## src/rtl/uart_tx_arbiter_if.sv

```systemverilog
// Signal bundle between the byte requesters, the arbiter and the shared uart_tx.
// The slave modport is the arbiter's view. The master modport is the view of
// the requesters plus the transmitter.
interface uart_tx_arbiter_if #(
  parameter int NUM_REQ = 4,
  parameter int N       = 8
);
  localparam int OW = $clog2(NUM_REQ);

  logic [NUM_REQ-1:0]   i_req;
  logic [NUM_REQ*N-1:0] i_req_data;
  logic [NUM_REQ-1:0]   o_ack;
  logic                 o_tx_start;
  logic [N-1:0]         o_tx_data;
  logic                 i_tx_busy;
  logic [OW-1:0]        o_owner;
  logic                 o_active;
  logic                 o_timeout_err;

  modport slave (
    input  i_req, i_req_data, i_tx_busy,
    output o_ack, o_tx_start, o_tx_data, o_owner, o_active, o_timeout_err
  );

  modport master (
    output i_req, i_req_data, i_tx_busy,
    input  o_ack, o_tx_start, o_tx_data, o_owner, o_active, o_timeout_err
  );
endinterface

```

## src/rtl/uart_tx_arbiter.sv

```systemverilog
// Round-robin arbiter that shares one uart_tx between NUM_REQ byte producers.
// Each requester sees a per-byte req/ack handshake. The arbiter holds
// start_tx until the transmitter reports busy. If busy never shows up, the
// arbiter gives up after BUSY_TIMEOUT cycles and reports the abort.
module uart_tx_arbiter #(
  parameter int NUM_REQ      = 4,
  parameter int N            = 8,
  parameter int BUSY_TIMEOUT = 8192
) (
  input logic              clk,
  input logic              reset,
  uart_tx_arbiter_if.slave bus
);
  localparam int OW = $clog2(NUM_REQ);
  localparam int CW = $clog2(BUSY_TIMEOUT + 1);
  localparam logic [CW-1:0] CNT_LAST  = CW'(BUSY_TIMEOUT - 1);
  localparam logic [CW-1:0] CNT_MAX   = CW'(BUSY_TIMEOUT);
  localparam logic [OW-1:0] LAST_INIT = OW'(NUM_REQ - 1);

  typedef enum logic [1:0] {
    IDLE      = 2'd0,
    LAUNCH    = 2'd1,
    WAIT_DONE = 2'd2
  } state_t;

  state_t             r_state, w_stateNext;
  logic [OW-1:0]      r_lastGrant, w_lastGrantNext;
  logic [OW-1:0]      r_owner, w_ownerNext;
  logic [CW-1:0]      r_count, w_countNext;
  logic               r_txStart, w_txStartNext;
  logic [N-1:0]       r_txData, w_txDataNext;
  logic [NUM_REQ-1:0] r_ack, w_ackNext;
  logic               r_timeoutErr, w_timeoutErrNext;
  logic               r_active;

  logic               w_found;
  logic [OW-1:0]      w_winner;
  logic [OW-1:0]      w_cand;

  // Find the first asserted req after the last served requester, wrapping around.
  always_comb begin
    w_found  = 1'b0;
    w_winner = '0;
    w_cand   = '0;
    for (int k = 1; k <= NUM_REQ; k++) begin
      w_cand = OW'((int'(r_lastGrant) + k) % NUM_REQ);
      if (!w_found && bus.i_req[w_cand]) begin
        w_found  = 1'b1;
        w_winner = w_cand;
      end
    end
  end

  // Next-state and next-output logic for the IDLE / LAUNCH / WAIT_DONE sequence.
  always_comb begin
    w_stateNext      = r_state;
    w_lastGrantNext  = r_lastGrant;
    w_ownerNext      = r_owner;
    w_countNext      = r_count;
    w_txStartNext    = r_txStart;
    w_txDataNext     = r_txData;
    w_ackNext        = '0;
    w_timeoutErrNext = 1'b0;
    case (r_state)
      IDLE: begin
        if (w_found && !bus.i_tx_busy) begin
          w_ownerNext   = w_winner;
          w_txDataNext  = bus.i_req_data[int'(w_winner)*N +: N];
          w_txStartNext = 1'b1;
          w_countNext   = '0;
          w_stateNext   = LAUNCH;
        end
      end
      LAUNCH: begin
        if (r_count != CNT_MAX) begin
          w_countNext = r_count + 1'b1;
        end
        if (bus.i_tx_busy) begin
          w_txStartNext      = 1'b0;
          w_ackNext[r_owner] = 1'b1;
          w_stateNext        = WAIT_DONE;
        end else if (r_count == CNT_LAST) begin
          w_txStartNext    = 1'b0;
          w_timeoutErrNext = 1'b1;
          w_lastGrantNext  = r_owner;
          w_stateNext      = IDLE;
        end
      end
      WAIT_DONE: begin
        w_txStartNext = 1'b0;
        if (!bus.i_tx_busy) begin
          w_lastGrantNext = r_owner;
          w_stateNext     = IDLE;
        end
      end
      default: begin
        w_stateNext = IDLE;
      end
    endcase
  end

  // Register the state and all outputs; reset leaves requester 0 with first priority.
  always_ff @(posedge clk) begin
    if (reset) begin
      r_state      <= IDLE;
      r_lastGrant  <= LAST_INIT;
      r_owner      <= '0;
      r_count      <= '0;
      r_txStart    <= 1'b0;
      r_txData     <= '0;
      r_ack        <= '0;
      r_timeoutErr <= 1'b0;
      r_active     <= 1'b0;
    end else begin
      r_state      <= w_stateNext;
      r_lastGrant  <= w_lastGrantNext;
      r_owner      <= w_ownerNext;
      r_count      <= w_countNext;
      r_txStart    <= w_txStartNext;
      r_txData     <= w_txDataNext;
      r_ack        <= w_ackNext;
      r_timeoutErr <= w_timeoutErrNext;
      r_active     <= (w_stateNext != IDLE);
    end
  end

  assign bus.o_ack         = r_ack;
  assign bus.o_tx_start    = r_txStart;
  assign bus.o_tx_data     = r_txData;
  assign bus.o_owner       = r_owner;
  assign bus.o_active      = r_active;
  assign bus.o_timeout_err = r_timeoutErr;
endmodule

```

## src/flat_wrapper.sv

```systemverilog
// flat-port wrapper written by rule: the top's interface ports become plain ports
module uart_tx_arbiter_flat 
#(
  parameter int NUM_REQ      = 4,
  parameter int N            = 8,
  parameter int BUSY_TIMEOUT = 8192
)
  (clk, reset, bus_i_req, bus_i_req_data, bus_i_tx_busy, bus_o_ack, bus_o_tx_start, bus_o_tx_data, bus_o_owner, bus_o_active, bus_o_timeout_err);
  uart_tx_arbiter_if #(.NUM_REQ(NUM_REQ), .N(N)) bus_i ();
  input logic clk;
  input logic reset;
  input wire logic [$bits(bus_i.i_req)-1:0] bus_i_req;
  input wire logic [$bits(bus_i.i_req_data)-1:0] bus_i_req_data;
  input wire logic [$bits(bus_i.i_tx_busy)-1:0] bus_i_tx_busy;
  output wire logic [$bits(bus_i.o_ack)-1:0] bus_o_ack;
  output wire logic [$bits(bus_i.o_tx_start)-1:0] bus_o_tx_start;
  output wire logic [$bits(bus_i.o_tx_data)-1:0] bus_o_tx_data;
  output wire logic [$bits(bus_i.o_owner)-1:0] bus_o_owner;
  output wire logic [$bits(bus_i.o_active)-1:0] bus_o_active;
  output wire logic [$bits(bus_i.o_timeout_err)-1:0] bus_o_timeout_err;
  assign bus_i.i_req = bus_i_req;
  assign bus_i.i_req_data = bus_i_req_data;
  assign bus_i.i_tx_busy = bus_i_tx_busy;
  assign bus_o_ack = bus_i.o_ack;
  assign bus_o_tx_start = bus_i.o_tx_start;
  assign bus_o_tx_data = bus_i.o_tx_data;
  assign bus_o_owner = bus_i.o_owner;
  assign bus_o_active = bus_i.o_active;
  assign bus_o_timeout_err = bus_i.o_timeout_err;
  uart_tx_arbiter #(.NUM_REQ(NUM_REQ), .N(N), .BUSY_TIMEOUT(BUSY_TIMEOUT)) u_core (.clk(clk), .reset(reset), .bus(bus_i));
endmodule
```

## config.mk

```make
export PLATFORM = sky130hd
export DESIGN_NAME = uart_tx_arbiter_flat
export DESIGN_NICKNAME = d
export VERILOG_FILES = /design/src/rtl/uart_tx_arbiter_if.sv /design/src/rtl/uart_tx_arbiter.sv /design/src/flat_wrapper.sv
export SDC_FILE = /design/constraint.sdc
export NUM_CORES = 1
export LEC_CHECK = 0
export BUFFER_PORTS_ARGS = -buffer_cell sky130_fd_sc_hd__buf_2
export CORE_MARGIN = 4
export CORE_UTILIZATION = 55
export CTS_BUF_LIST = sky130_fd_sc_hd__clkbuf_16
export DETAILED_ROUTE_END_ITERATION = 6
export PLACE_DENSITY = 0.83
export SLEW_MARGIN = 20
export SYNTH_ARGS = -nofsm -noshare
export SYNTH_HDL_FRONTEND = slang
export SYNTH_SLANG_ARGS = --single-unit
```

## constraint.sdc

```tcl
create_clock -name clk -period 3.38 [get_ports clk]
set_clock_uncertainty 0.15 [all_clocks]
set_input_delay 0.338 -clock clk [delete_from_list [all_inputs] [get_ports clk]]
set_output_delay 0.338 -clock clk [all_outputs]
set_load 0.05 [all_outputs]
```

== Word-level counts from Yosys, hierarchy flattened ==
Cells that the tools add are included.
Word-level totals
  bits in registers: 35
  input port bits: 39
  word-level logic and storage cells: 88
  output and inout port bits: 17
Operators by class
  reduce and logical (&&, ||, !) cells: 20
  equality and inequality tests: 10
  bitwise operators: 2
  add/subtract/negate cells: 5
  shift-type cells: 1
  muxes and demuxes: 35
  $lt $le $gt $ge: 6
Operators with widths (count)
  indexed part select 32 x 6 -> 8 bit: 1
  2-to-1 mux 14 bit: 2
  one-hot mux 14 bit (2 select lines): 1
  2-to-1 mux 2 bit: 11
  less-than comparator 2 x 3 -> 1 bit, second input constant: 5
  adder 14 x 1 -> 14 bit, second input constant: 1
  equality test 14 x 13 -> 1 bit, second input constant: 1
  != test 14 bit, second input constant: 1
  2-to-1 mux 1 bit: 13
  binary-select mux 1 bit (select 2 bit): 4
  != test 2 x 1 -> 1 bit, second input constant: 3
  one-hot mux 2 bit (3 select lines): 1
  AND reduction 3 bit: 2
  nonzero test 2 bit: 3
  OR reduction 3 bit: 2
  logical AND 1 bit: 5
  adder 2 x 1 -> 2 bit, second input constant: 2
  adder 2 bit, second input constant: 2
  logical NOT 1 bit: 4
  != test 2 bit, second input constant: 2
  one-hot mux 2 bit (2 select lines): 1
  AND reduction 4 bit: 1
  != test 3 x 2 -> 1 bit, second input constant: 1
  one-hot mux 1 bit (3 select lines): 1
  other kinds (8): 9

== Logic depth before layout (Yosys ltp) ==
Gate-level depths: netlist of the first run.
  depth in word-level cells: 17
  depth in mapped cells: 8
  gate-level depth less buffers: 7

== Worst setup path before layout of the first run ==
OpenSTA, ideal clock, no wires.
  kind: register to register
  from: register u_core.r_state[1]
  to: register u_core.r_count[11]
  arrival time: 1714 ps
  period minus slack after synthesis: 1934 ps
  cell stages (with the launch flop): 8
  data required time: 3160 ps
  slack: 1446 ps
  setup time: 70 ps
  buffers on the path: 0
  cells stage by stage: dfxtp_1 -> inv_1 -> ha_1 -> nor4b_1 -> nand4_1 -> nand4b_2 -> or4_1 -> a21oi_1
On the way
  longest elaborated chain between the ends: 3
Ends and longest elaborated chain
  start: declaration: RTL line uart_tx_arbiter.sv:26  | state_t r_state, w_stateNext;
  start signal: assignment: RTL line uart_tx_arbiter.sv:115  | r_state <= w_stateNext;
  equality test 2 x 1 -> 1 bit / logical NOT 2 bit (equally long branches): RTL line uart_tx_arbiter.sv:64  | case (r_state)
  != test 2 x 1 -> 1 bit (no source line) / nonzero test 2 bit (equally long branches)
  AND reduction 3 bit (no source line)
  end signal: assignment: RTL line uart_tx_arbiter.sv:118  | r_count <= w_countNext;
  end: declaration: RTL line uart_tx_arbiter.sv:29  | logic [CW-1:0] r_count, w_countNext;
Several ways; a longest one is shown, not always the timed one.
A chain may end at the register's enable or synchronous reset.

== Final worst setup path of the first run ==
  from: register u_core.r_state[0]
  to: register u_core.r_count[1]
The elaborated chain is that of the path after synthesis.

==> key figures, run 1 <==
Synth
  • Synthesized instance count: 249
  • EDFF count, synth: 0
  • Top flip-flop cell by instance count after synthesis: sky130_fd_sc_hd__dfxtp_1
  • Mean area per synthesized cell: slightly above 8 um^2
  • Fraction of registers with async set or reset after synthesis: 0%
  • Unique masters post-synth: between 40 and 50
  • Number of warnings issued by yosys: 0
  • Mapped Nets: just under 300
  • Proportion of synthesized chip area in sequential cells: about a third
  • Number of flip-flops and latches in the synthesized netlist: 35
  • Post-synthesis instance area: slightly above 2000 um^2

Setup path
  • Worst-case register-to-register setup slack: approximately 830 ps
  • R2r worst-path depth: 6
  • CP Buf/Inv Count: 0
  • Worst setup path startpoint: u_core.r_state[0]$_SDFF_PP0_
  • Ordered list of cells on the worst path: ha_1 > nor4b_1 > nand4_1 > and2_1 > a32oi_1 > nor2_1
  • Arrival time reported for the critical path endpoint: 2560 ps
  • Critical-path maximum fanout: 16
  • Startpoint Class: flip-flop
  • CP top delay family: simple AND/OR/NAND/NOR gates
  • Number of gates on the worst path with buffers counted: 6
  • Critical path required time: around 3400 ps
  • Setup crit end: u_core.r_count[1]$_SDFFE_PP0P_
  • FF-to-FF Start: u_core.r_state[0]$_SDFF_PP0_
  • Critical-path cell with the highest stage delay: sky130_fd_sc_hd__ha_1
  • Endpoint of the worst-slack reg-to-reg timing path: u_core.r_count[1]$_SDFFE_PP0P_
  • Critical Setup Path Class: reg2reg
  • Kind of end point of the critical path: flip-flop
  • Delay of the slowest cell on the worst path: ~500 ps

Final layout
  • Synth-to-layout area growth: 21.2%
  • # nets final: between 300 and 400
  • Layout cell share with drive strength beyond 1: approximately a quarter
  • Layout Cells excl Fill: 350
  • Number of diodes: 0
  • Commonest cells after routing, fill and taps aside: 55 x sky130_fd_sc_hd__buf_2, 35 x sky130_fd_sc_hd__dfxtp_1, 25 x sky130_fd_sc_hd__nor2_1
  • Commonest non-fill, non-tap cell in the layout: sky130_fd_sc_hd__buf_2

STA
  • Final Hold Slack: 220 ps
  • Final TNS setup: 0 ps
  • Final worst setup slack: between 800 and 900 ps
  • Highest Clock Rate: 393 MHz
  • Slew at the pin closest to its max-slew limit: 632 ps
  • Total setup violations reported at the end of the flow: 0
  • Post-route minimum period: 2550 ps
  • Setup repair after global routing missed its margin: false
  • Max-slew violations: 0
  • Max-slew headroom: between 50% and 60%
  • Number of hold violations in the final report: 0
  • Period utilisation layout: around three quarters

Floorplan
  • Die outline area: 4800 um^2
  • Row Count: 22
  • Area of the core: approximately 3600 um^2
  • Width of the chip: a little under 70 um
  • Boundary pin count: 56
  • Vertical die dimension: 69.3 um
  • Initial Util: between 50% and 60%

Clock network
  • Number of setup buffers added after CTS: 0
  • Maximum number of buffers from clock root to sink: 2
  • CTS clock-pin slew for the worst setup and hold paths: 50 ps
  • Clock Latency Late Sink: 280 ps
  • Clock root buffer master: sky130_fd_sc_hd__clkbuf_16
  • Number of buffers created by CTS: 5
  • CTS tree: built
  • H-tree Lvls: 2
  • # resized after CTS: 0
  • Post-CTS Hold Buffers: 0
  • Sinks on the clock net: 35

Place
  • Placer congestion estimate: a little over 0.8
  • Detail Placement HPWL: 3740 um
  • IO buf count: 55
  • DP Cell Count: about 340
  • Minimum setup slack after placement: around 900 ps

Drt
  • Vias: about 2,000
  • Total wirelength of the detailed-routed design: around 5000 um
  • Avg Vias per Cell: around 5.7
  • Initial DRT Pass Iterations: 4
  • Remaining antenna violation count after routing: 0
  • Post-detailed-route wirelength per cell: between 10 and 15 um
  • First-iteration detailed-routing DRC count: 100
  • Number of DRC violations after detailed routing: 0

Power and ir drop
  • Clock power share: 35.9%
  • Power density over the cells: around 470 nW/um^2
  • Internal power: 0.000809 W
  • Switching part of the total: approximately a third
  • Net Switching: 0.000380 W
  • Maximum resistive drop on vdd: 271 uV
  • Share of total power in sequential cells: around two fifths
  • Leakage: approximately 1.1 nW
  • Combinational fraction of design power: between 20% and 30%

GRT
  • Antenna violations before repair: 0
  • Largest net degree at the start of global routing: 17
  • First-pass GRT wire length: 8500 um
  • All-layer global routing usage: between 20% and 30%
  • Number of global-route vias before repair: 1,929
  • Overflow left after global routing: 0

Job
  • Count of max-cap constraint violations: 0

Outcome
  • Run status: completed

Min path
  • HP Class: in2reg
kinds of logic (layout without fill, tap and decap cells):
group                      after synthesis  count (layout)  synth area share, %
muxes                                   11              11                 5.33
AOI/OAI and AO/OA                       52              52                 17.6
xor gates and xnor gates                10              10                 4.24
and+or+nand+nor                        110             110                 30.5
adders and majority gates                6               6                 3.63
DFF                                     35              35                 33.9
buffers and inverters                   25              78                 4.78
per-layer routing:
metal,vias to the layer above,share of wire (%),global-route usage [%]
met2,43,51,37.6
li1,1024,-,-
met5,-,0,0
met4,0,1.6,6.94
met3,10,4.7,4.78
met1,930,43,24.2
power by group through the flow:
stage / sequential [W] / combinational [W] / clock (W)
after global routing: 0.000462 / 0.000328 / 0.000450
final: 0.000459 / 0.000303 / 0.000426
after global placement: 0.000466 / 0.000295 / 0
after CTS: 0.000459 / 0.000303 / 0.000433
after detailed placement: 0.000468 / 0.000302 / 0
after floorplan: 0.000535 / 0.000154 / 0
worst reg2reg max path, stage by stage (launching register included):
cell                      delay (ps)
sky130_fd_sc_hd__dfxtp_1         430
sky130_fd_sc_hd__ha_1            500
sky130_fd_sc_hd__nor4b_1         300
sky130_fd_sc_hd__nand4_1         450
sky130_fd_sc_hd__and2_1          360
sky130_fd_sc_hd__a32oi_1         190
sky130_fd_sc_hd__nor2_1           60
synth_stat cells, drive strengths merged (7+ instances only):
cell type	n	share of area [%]
dfxtp	35	34
nor2	25	4.5
nand2	23	4.2
inv	13	2.4
o21ai	12	3.5
mux2i	11	5.3
nand4	10	3.0
o211ai	10	3.6
xor2	10	4.2
a21oi	8	1.9
clkbuf	8	1.5
nand3	8	1.9
a31oi	7	2.1
and4	7	3.0
nor3	7	1.7
final cells by class:
class	count	area [um^2]
inverters	13	48.8
clock buffers	5	125
flip-flops and latches	35	701
multi-input cells	189	1270
clock inverters	3	12.5
repair buffers	57	290
fillers	305	1130
well taps	48	60.1
how the worst min path moves through the flow:
stage | startpoint | endpoint | slack, ps | cells after the start
finish | bus_i_req_data[31] | u_core.bus.o_tx_data[7]$_SDFFE_PP0P_ | 220 | 3
global route | bus_i_req_data[29] | u_core.bus.o_tx_data[5]$_SDFFE_PP0P_ | 240 | 3
CTS | bus_i_req_data[31] | u_core.bus.o_tx_data[7]$_SDFFE_PP0P_ | 220 | 3
detailed placement | u_core.bus.o_tx_data[6]$_SDFFE_PP0P_ | u_core.bus.o_tx_data[6]$_SDFFE_PP0P_ | 300 | 2
global placement | u_core.bus.o_tx_data[3]$_SDFFE_PP0P_ | u_core.bus.o_tx_data[3]$_SDFFE_PP0P_ | 290 | 2
floorplan | u_core.r_count[11]$_SDFFE_PP0P_ | u_core.r_count[11]$_SDFFE_PP0P_ | 310 | 2
through the flow:
step / util [%] / total power (W) / area, um^2
after detailed placement: 65.2 / 0.000769 / 2370
after global placement: 65.2 / 0.000762 / 2370
final: 68.9 / 0.00119 / 2500
after CTS: 68.9 / 0.00119 / 2500
after global routing: 68.9 / 0.00124 / 2500
after floorplan: - / 0.000690 / 2070
flip-flops by register name, indices dropped and copies added, names as in the netlist:
register and cells:
u_core.bus.o_tx_start 1, u_core.r_lastGrant 2, u_core.bus.o_active 1, u_core.bus.o_ack 4, u_core.bus.o_timeout_err 1, u_core.bus.o_owner 2, u_core.bus.o_tx_data 8, u_core.r_state 2
u_core.r_count 14
No activity file was read; power rests on OpenSTA's default activity.
==> run 2, diff against run 1 <==
Settings changed: CORE_UTILIZATION 55 to 52, PLACE_DENSITY 0.83 to 0.79.
Clock period 3.38 ns to 2.6 ns, I/O delays scaled along.
==> run 2 against run 1 <==
Die area rose by 5.1%. Sequential share of layout area fell by 0.43 points. Maximum frequency rose by 10%. Critical path type unchanged. Critical endpoint is now u_core.bus.o_tx_data[5]$_SDFFE_PP0P_. Highest routed layer unchanged.
==> key figures, run 2 (synthesis gave the netlist of run 1 again) <==
Drt
  • Remaining antenna violation count after routing: 0 (unchanged)
  • Post-detailed-route wirelength per cell: 14.3 um (about the same)
  • Total wirelength of the detailed-routed design: 5030 um (was 5010 um)
  • Top routing layer in use: met4 (unchanged)
  • Number of DRC violations after detailed routing: 0 (unchanged)
  • Routed met3 length: 288 um (was 238 um)
  • Detailed-routed wire length on met2: 2430 um (was 2540 um)
  • Initial DRT Pass Iterations: 4 (unchanged)
  • Met1 Wirelength: 2220 um (was 2150 um)
  • Avg Vias per Cell: 5.69 (was 5.73)
  • First-iteration detailed-routing DRC count: 86 (was 100)
  • Vias: 1,997 (was 2,007)

STA
  • Post-route minimum period: 2320 ps (was 2550 ps)
  • Highest Clock Rate: 432 MHz (was 393 MHz)
  • Final TNS setup: 0 ps (unchanged)
  • Number of hold violations in the final report: 0 (unchanged)
  • Max-slew headroom: 46.5% (was 57.5%)
  • Final Hold Slack: 128 ps (was 220 ps)
  • Total setup violations reported at the end of the flow: 0 (unchanged)
  • Final worst setup slack: 284 ps (was 833 ps)
  • Period utilisation layout: 89.1% (was 75.3%)
  • Setup repair after global routing missed its margin: false (unchanged)
  • Slew at the pin closest to its max-slew limit: 798 ps (was 632 ps)
  • Max-slew violations: 0 (unchanged)

GRT
  • Number of global-route vias before repair: 1,952 (was 1,929)
  • All-layer global routing usage: 20.9% (about the same)
  • First-pass GRT wire length: 8650 um (was 8500 um)
  • Antenna violations before repair: 0 (unchanged)
  • Largest net degree at the start of global routing: 16 (was 17)
  • Overflow left after global routing: 0 (unchanged)

Final layout
  • Final std cell area, no fill: 2540 um^2 (was 2500 um^2)
  • Number of diodes: 0 (unchanged)
  • Synth-to-layout area growth: 23.1% (was 21.2%)
  • # nets final: 347 (was 346)
  • Commonest non-fill, non-tap cell in the layout: sky130_fd_sc_hd__buf_2 (unchanged)
  • Layout Cells excl Fill: 351 (was 350)
  • Commonest cells after routing, fill and taps aside: 55 x sky130_fd_sc_hd__buf_2, 35 x sky130_fd_sc_hd__dfxtp_1, 25 x sky130_fd_sc_hd__nor2_1 (unchanged)
  • Flip-flop count of the largest register after layout: 14 (unchanged)
  • Largest register by flop count: u_core.r_count (unchanged)
  • Layout cell share with drive strength beyond 1: 24.8% (was 23.8%)

Outcome
  • Run status: completed (unchanged)

Setup path
  • Arrival time reported for the critical path endpoint: 2370 ps (was 2560 ps)
  • Kind of end point of the critical path: flip-flop (unchanged)
  • Delay of the slowest cell on the worst path: 560 ps (was 500 ps)
  • CP top delay family: compound AO/OA/AOI/OAI gates (was simple AND/OR/NAND/NOR gates)
  • Critical Setup Path Class: reg2reg (unchanged)
  • Critical-path maximum fanout: 11 (was 16)
  • Startpoint Class: flip-flop (unchanged)
  • Ordered list of cells on the worst path: inv_1 > ha_1 > nor4b_2 > a21boi_0 > o21ai_0 > o211ai_1 (was ha_1 > nor4b_1 > nand4_1 > and2_1 > a32oi_1 > nor2_1)
  • Critical path required time: 2660 ps (was 3390 ps)
  • Critical-path cell with the highest stage delay: sky130_fd_sc_hd__a21boi_0 (was sky130_fd_sc_hd__ha_1)
  • CP Buf/Inv Count: 1 (was 0)

Floorplan
  • Area of the core: 3740 um^2 (was 3630 um^2)
  • Die outline area: 5050 um^2 (was 4800 um^2)
  • Vertical die dimension: 71.0 um (was 69.3 um)
  • Initial Util: 55.2% (was 56.9%)
  • Boundary pin count: 56 (unchanged)
  • Width of the chip: 71.0 um (was 69.3 um)
  • Row Count: 22 (unchanged)

Job
  • Count of max-cap constraint violations: 0 (unchanged)

Power and ir drop
  • Power density over the cells: 656 nW/um^2 (was 475 nW/um^2)
  • Maximum resistive drop on vdd: 503 uV (was 271 uV)
  • Leakage: 1.08 nW (was 1.07 nW)

Clock network
  • Post-CTS Hold Buffers: 0 (unchanged)
  • H-tree Lvls: 2 (unchanged)
  • Number of setup buffers added after CTS: 0 (unchanged)
  • Maximum number of buffers from clock root to sink: 2 (unchanged)
  • CTS clock-pin slew for the worst setup and hold paths: 60 ps (was 50 ps)
  • CTS tree: built (unchanged)
  • Number of buffers created by CTS: 5 (unchanged)
  • Sinks on the clock net: 35 (unchanged)
  • Clock root buffer master: sky130_fd_sc_hd__clkbuf_16 (unchanged)
  • # resized after CTS: 0 (unchanged)
  • Clock Latency Late Sink: 280 ps (about the same)

Place
  • Minimum setup slack after placement: 304 ps (was 898 ps)
  • Placer congestion estimate: 0.840 (was 0.830)
  • IO buf count: 55 (unchanged)
  • Placed Instance Area: 2370 um^2 (about the same)
  • DP Cell Count: 343 (was 342)
  • Detail Placement HPWL: 3750 um (was 3740 um)

Min path
  • HP Class: in2reg (unchanged)
-- run 2: metal layers --
layer / vias to the layer above / track usage (%)
met5: - / 0
met4: 0 / 6.26
met3: 11 / 6.68
met2: 46 / 35.5
met1: 923 / 25.0
li1: 1017 / -
-- run 2: final timing paths --
| check | slack [ps] | to | cells past startpoint | from |
|---|---|---|---|---|
| hold / removal | 130 | u_core.bus.o_tx_data[0]$_SDFFE_PP0P_ | 3 | bus_i_req_data[24] |
| setup reg to reg | 280 | u_core.bus.o_tx_data[5]$_SDFFE_PP0P_ | 6 | u_core.r_state[0]$_SDFF_PP0_ |
| setup / recovery | 280 | u_core.bus.o_tx_data[5]$_SDFFE_PP0P_ | 6 | u_core.r_state[0]$_SDFF_PP0_ |
| hold reg to reg | 310 | u_core.bus.o_tx_data[6]$_SDFFE_PP0P_ | 2 | u_core.bus.o_tx_data[6]$_SDFFE_PP0P_ |
-- run 2: layout make-up --
class	instances	area [um^2]
fill	324	1200
inverter	13	48.8
tap	48	60.1
timing repair buffer	58	298
clock inverter	3	43.8
clock buffer	5	125
sequential	35	701
multi-input combinational	189	1270
-- run 2: worst register-to-register path, stage by stage (launching register included) --
cell,delay [ps]
sky130_fd_sc_hd__dfxtp_1,360
sky130_fd_sc_hd__inv_1,100
sky130_fd_sc_hd__ha_1,390
sky130_fd_sc_hd__nor4b_2,340
sky130_fd_sc_hd__a21boi_0,560
sky130_fd_sc_hd__o21ai_0,210
sky130_fd_sc_hd__o211ai_1,130
-- run 2: power breakdown --
group | internal, W | leakage (nW) | switching, W
combinational | 0.000134 | 0.711 | 0.000260
sequential | 0.000572 | 0.285 | 0.0000248
clock | 0.000451 | 0.0838 | 0.000228
-- run 2: stage by stage --
stage / utilization (%) / power [W]
finish: 67.9 / 0.00167
global route: 67.9 / 0.00174
CTS: 67.9 / 0.00168
detailed placement: 63.4 / 0.000999
global placement: 63.4 / 0.000991
floorplan: - / 0.000896
==> run 3, diff against run 2 <==
Settings changed: ABC_AREA set to 1, BUFFER_PORTS_ARGS -buffer_cell sky130_fd_sc_hd__buf_2 to -buffer_cell sky130_fd_sc_hd__buf_4, CORE_UTILIZATION 52 to 54, PLACE_DENSITY 0.79 to 0.8.
==> run 3 against run 2 <==
Cell count grew 41%. Sequential power rose by 4.5%. Maximum frequency increased by 0.56%. Synthesized cell count grew 55%. Register-to-register slack hardly changed. Hold slack worse by 80 ps. Via count rose by 30%. First-iteration DRC count increased by 110%. Non-clock buffer count is 6 higher. Sequential cell count is the same. Synthesized area increased by 16%. Worst setup slack better by 13 ps. Largest cell class unchanged. Largest power group is now combinational cells. Highest routed layer unchanged.
==> key figures, run 3 <==
Setup path
  • CP Buf/Inv Count: 1 (unchanged)
  • CP top delay family: simple AND/OR/NAND/NOR gates (was compound AO/OA/AOI/OAI gates)
  • Critical-path maximum fanout: 5 (was 11)
  • Most Frequent Cell on Critical Path: sky130_fd_sc_hd__nand2_1
  • Critical Setup Path Class: reg2reg (unchanged)
  • R2r worst-path depth: 10 (was 6)
  • Critical-path cell with the highest stage delay: sky130_fd_sc_hd__dfxtp_1 (was sky130_fd_sc_hd__a21boi_0)
  • Critical path required time: 2620 ps (was 2660 ps)
  • Delay of the slowest cell on the worst path: 410 ps (was 560 ps)
  • Ordered list of cells on the worst path: ha_1 > inv_1 > nor4_1 > nand3_1 > nand2_1 > nor2_1 > o21ai_0 > o21ai_0 > nand2_1 > nand2_1 (was inv_1 > ha_1 > nor4b_2 > a21boi_0 > o21ai_0 > o211ai_1)
  • Kind of end point of the critical path: flip-flop (unchanged)
  • Arrival time reported for the critical path endpoint: 2320 ps (was 2370 ps)
  • Number of gates on the worst path with buffers counted: 10 (was 6)
  • Startpoint Class: flip-flop (unchanged)

Drt
  • Vias: 2,590 (was 1,997)
  • Avg Vias per Cell: 5.24 (was 5.69)
  • Post-detailed-route wirelength per cell: 12.1 um (was 14.3 um)
  • Initial DRT Pass Iterations: 5 (was 4)
  • Number of DRC violations after detailed routing: 0 (unchanged)
  • Total wirelength of the detailed-routed design: 5960 um (was 5030 um)
  • Remaining antenna violation count after routing: 0 (unchanged)
  • First-iteration detailed-routing DRC count: 178 (was 86)

STA
  • Setup repair after global routing missed its margin: false (unchanged)
  • Post-route minimum period: 2300 ps (was 2320 ps)
  • Slew at the pin closest to its max-slew limit: 618 ps (was 798 ps)
  • Number of hold violations in the final report: 0 (unchanged)
  • Period utilisation layout: 88.6% (was 89.1%)
  • Final TNS setup: 0 ps (unchanged)
  • Max-slew headroom: 58.7% (was 46.5%)
  • Max-slew violations: 0 (unchanged)
  • Highest Clock Rate: 434 MHz (was 432 MHz)
  • Total setup violations reported at the end of the flow: 0 (unchanged)

Synth
  • Number of flip-flops and latches in the synthesized netlist: 35 (unchanged)
  • Fraction of registers with async set or reset after synthesis: 0% (unchanged)
  • Post-synthesis instance area: 2400 um^2 (was 2070 um^2)
  • Top flip-flop cell by instance count after synthesis: sky130_fd_sc_hd__dfxtp_1 (unchanged)
  • Yosys top cell by area: sky130_fd_sc_hd__dfxtp_1 (unchanged)
  • Mean area per synthesized cell: 6.23 um^2 (was 8.30 um^2)
  • Cells taking the most area after synthesis: sky130_fd_sc_hd__dfxtp_1 29%, sky130_fd_sc_hd__nand2_1 15%, sky130_fd_sc_hd__nand3_1 13% (was sky130_fd_sc_hd__dfxtp_1 34%, sky130_fd_sc_hd__mux2i_1 5.3%, sky130_fd_sc_hd__nor2_1 4.5%)
  • Area fraction of the dominant cell type after synthesis: 29.2% (was 33.9%)
  • Most frequently used cell type in the post-synthesis netlist: sky130_fd_sc_hd__nand2_1 (was sky130_fd_sc_hd__dfxtp_1)
  • Proportion of synthesized chip area in sequential cells: 29.2% (was 33.9%)
  • Synthesized instance count: 385 (was 249)
  • Mapped Nets: 430 (was 294)
  • Commonest cells post-synth: 99 x sky130_fd_sc_hd__nand2_1, 71 x sky130_fd_sc_hd__inv_1, 61 x sky130_fd_sc_hd__nand3_1, 35 x sky130_fd_sc_hd__dfxtp_1, 20 x sky130_fd_sc_hd__nor2_1 (was 35 x sky130_fd_sc_hd__dfxtp_1, 25 x sky130_fd_sc_hd__nor2_1, 23 x sky130_fd_sc_hd__nand2_1, 13 x sky130_fd_sc_hd__inv_1)
  • Unique masters post-synth: 27 (was 44)
  • EDFF count, synth: 0 (unchanged)
  • Number of warnings issued by yosys: 0 (unchanged)

Final layout
  • Final cell utilization of the core: 72.6% (was 67.9%)
  • Flip-flop count of the largest register after layout: 14 (unchanged)
  • Synth-to-layout area growth: 25.4% (was 23.1%)
  • Largest register by flop count: u_core.r_count (unchanged)
  • Filler Cell Count: 369 (was 324)
  • # nets final: 488 (was 347)
  • Commonest cells after routing, fill and taps aside: 99 x sky130_fd_sc_hd__nand2_1, 73 x sky130_fd_sc_hd__inv_1, 64 x sky130_fd_sc_hd__buf_4 (was 55 x sky130_fd_sc_hd__buf_2, 35 x sky130_fd_sc_hd__dfxtp_1, 25 x sky130_fd_sc_hd__nor2_1)
  • Number of diodes: 0 (unchanged)
  • Layout cell share with drive strength beyond 1: 19.8% (was 24.8%)
  • Commonest non-fill, non-tap cell in the layout: sky130_fd_sc_hd__nand2_1 (was sky130_fd_sc_hd__buf_2)

GRT
  • All-layer global routing usage: 22.9% (was 20.9%)
  • Overflow left after global routing: 0 (unchanged)
  • Number of global-route vias before repair: 2,375 (was 1,952)
  • Largest net degree at the start of global routing: 19 (was 16)
  • Antenna violations before repair: 0 (unchanged)
  • First-pass GRT wire length: 10,200 um (was 8650 um)

Power and ir drop
  • Maximum resistive drop on vdd: 665 uV (was 503 uV)
  • Leakage: 1.57 nW (was 1.08 nW)
  • Power density over the cells: 644 nW/um^2 (was 656 nW/um^2)

Clock network
  • CTS tree: built (unchanged)
  • Maximum number of buffers from clock root to sink: 2 (unchanged)
  • Clock Latency Late Sink: 270 ps (was 280 ps)
  • Clock root buffer master: sky130_fd_sc_hd__clkbuf_16 (unchanged)
  • H-tree Lvls: 2 (unchanged)
  • CTS clock-pin slew for the worst setup and hold paths: 50 ps (was 60 ps)
  • Number of buffers created by CTS: 5 (unchanged)
  • Sinks on the clock net: 35 (unchanged)
  • Number of setup buffers added after CTS: 0 (unchanged)

Floorplan
  • Boundary pin count: 56 (unchanged)
  • Area of the core: 4140 um^2 (was 3740 um^2)
  • Row Count: 23 (was 22)
  • Vertical die dimension: 74.7 um (was 71.0 um)
  • Die outline area: 5570 um^2 (was 5050 um^2)
  • Initial Util: 57.9% (was 55.2%)
  • Width of the chip: 74.7 um (was 71.0 um)

Outcome
  • Run status: completed (unchanged)

Place
  • Placer congestion estimate: 0.902 (was 0.840)
  • IO buf count: 55 (unchanged)
  • Detail Placement HPWL: 4460 um (was 3750 um)

Min path
  • Min-Delay Path Depth: 2 (was 3)
  • HP Class: in2reg (unchanged)

Job
  • Count of max-cap constraint violations: 0 (unchanged)
-- run 3: what timing repair did --
item	in CTS	in global routing
cloned	0	0
hold buffers	0	0
endpoints found under the setup margin	2	11
gates resized for setup	1	3
-- run 3: cell families (layout without fill, tap and decap cells) --
kind of cell	count (synthesis)	after routing	synth area share, %
buffers and inverters	86	145	14.9
xor gates and xnor gates	10	10	3.65
and+or+nand+nor	210	210	39.6
DFF	35	35	29.2
AOI/OAI and AO/OA	38	38	9.59
adders and majority gates	6	6	3.13
-- run 3: per-stage QoR --
| stage | total power [W] | setup slack (ps) | instance area [um^2] | hold slack (ps) | instances |
|---|---|---|---|---|---|
| 2_1_floorplan | 0.00119 | 728 | 2400 | 188 | 385 |
| 3_3_place_gp | 0.00138 | 89.9 | 2860 | 323 | 486 |
| 3_5_place_dp | 0.00139 | -20.4 | 2860 | 330 | 486 |
| 4_1_cts | 0.00194 | 14.8 | 3000 | 46.9 | 494 |
| 5_1_grt | 0.00206 | 129 | 3010 | 57.0 | 494 |
| 6_report | 0.00194 | 297 | 3010 | 48.4 | 494 |
-- run 3: final cells by class --
type | instances | area, um^2 | area share, %
clock buffers | 5 | 125 | 4.16
clock inverters | 3 | 12.5 | 0.416
inverters | 73 | 274 | 9.10
multi-input cells | 264 | 1350 | 45.0
flip-flops and latches | 35 | 702 | 23.3
well taps | 50 | 62.6 | 2.08
repair buffers | 64 | 480 | 16.0
-- run 3: worst register-to-register path: cells and delay by family, from the launching register on --
| family | cells | cell delay, ps |
|---|---|---|
| and+or+nand+nor | 6 | 960 |
| adders and majority gates | 1 | 250 |
| DFF | 1 | 410 |
| buffers and inverters | 1 | 90 |
| AOI/OAI and AO/OA | 2 | 320 |
-- run 3: report_power, final --
part           leakage (nW)  internal, W  switching (W)
clock network        0.0762     0.000345       0.000204
registers             0.285     0.000583      0.0000402
logic                  1.21     0.000262       0.000503
-- run 3: layer usage --
layer,up-vias,GRT usage [%],share of wire (%)
met1,1160,28.8,43
met3,14,4.27,6.7
met5,-,0,0
li1,1331,-,-
met4,0,5.73,1.4
met2,85,40.3,49
-- run 3: path summary, 6_finish.rpt --
kind                                                     start                             endpoint  slack (ps)
worst min-delay path                             bus_i_tx_busy  u_core.bus.o_timeout_err$_SDFF_PP0_          50
worst max-delay path            u_core.r_count[0]$_SDFFE_PP0P_       u_core.bus.o_active$_SDFF_PP0_         300
worst max register to register  u_core.r_count[0]$_SDFFE_PP0P_       u_core.bus.o_active$_SDFF_PP0_         300
worst min register to register  u_core.r_count[3]$_SDFFE_PP0P_       u_core.r_count[3]$_SDFFE_PP0P_         340
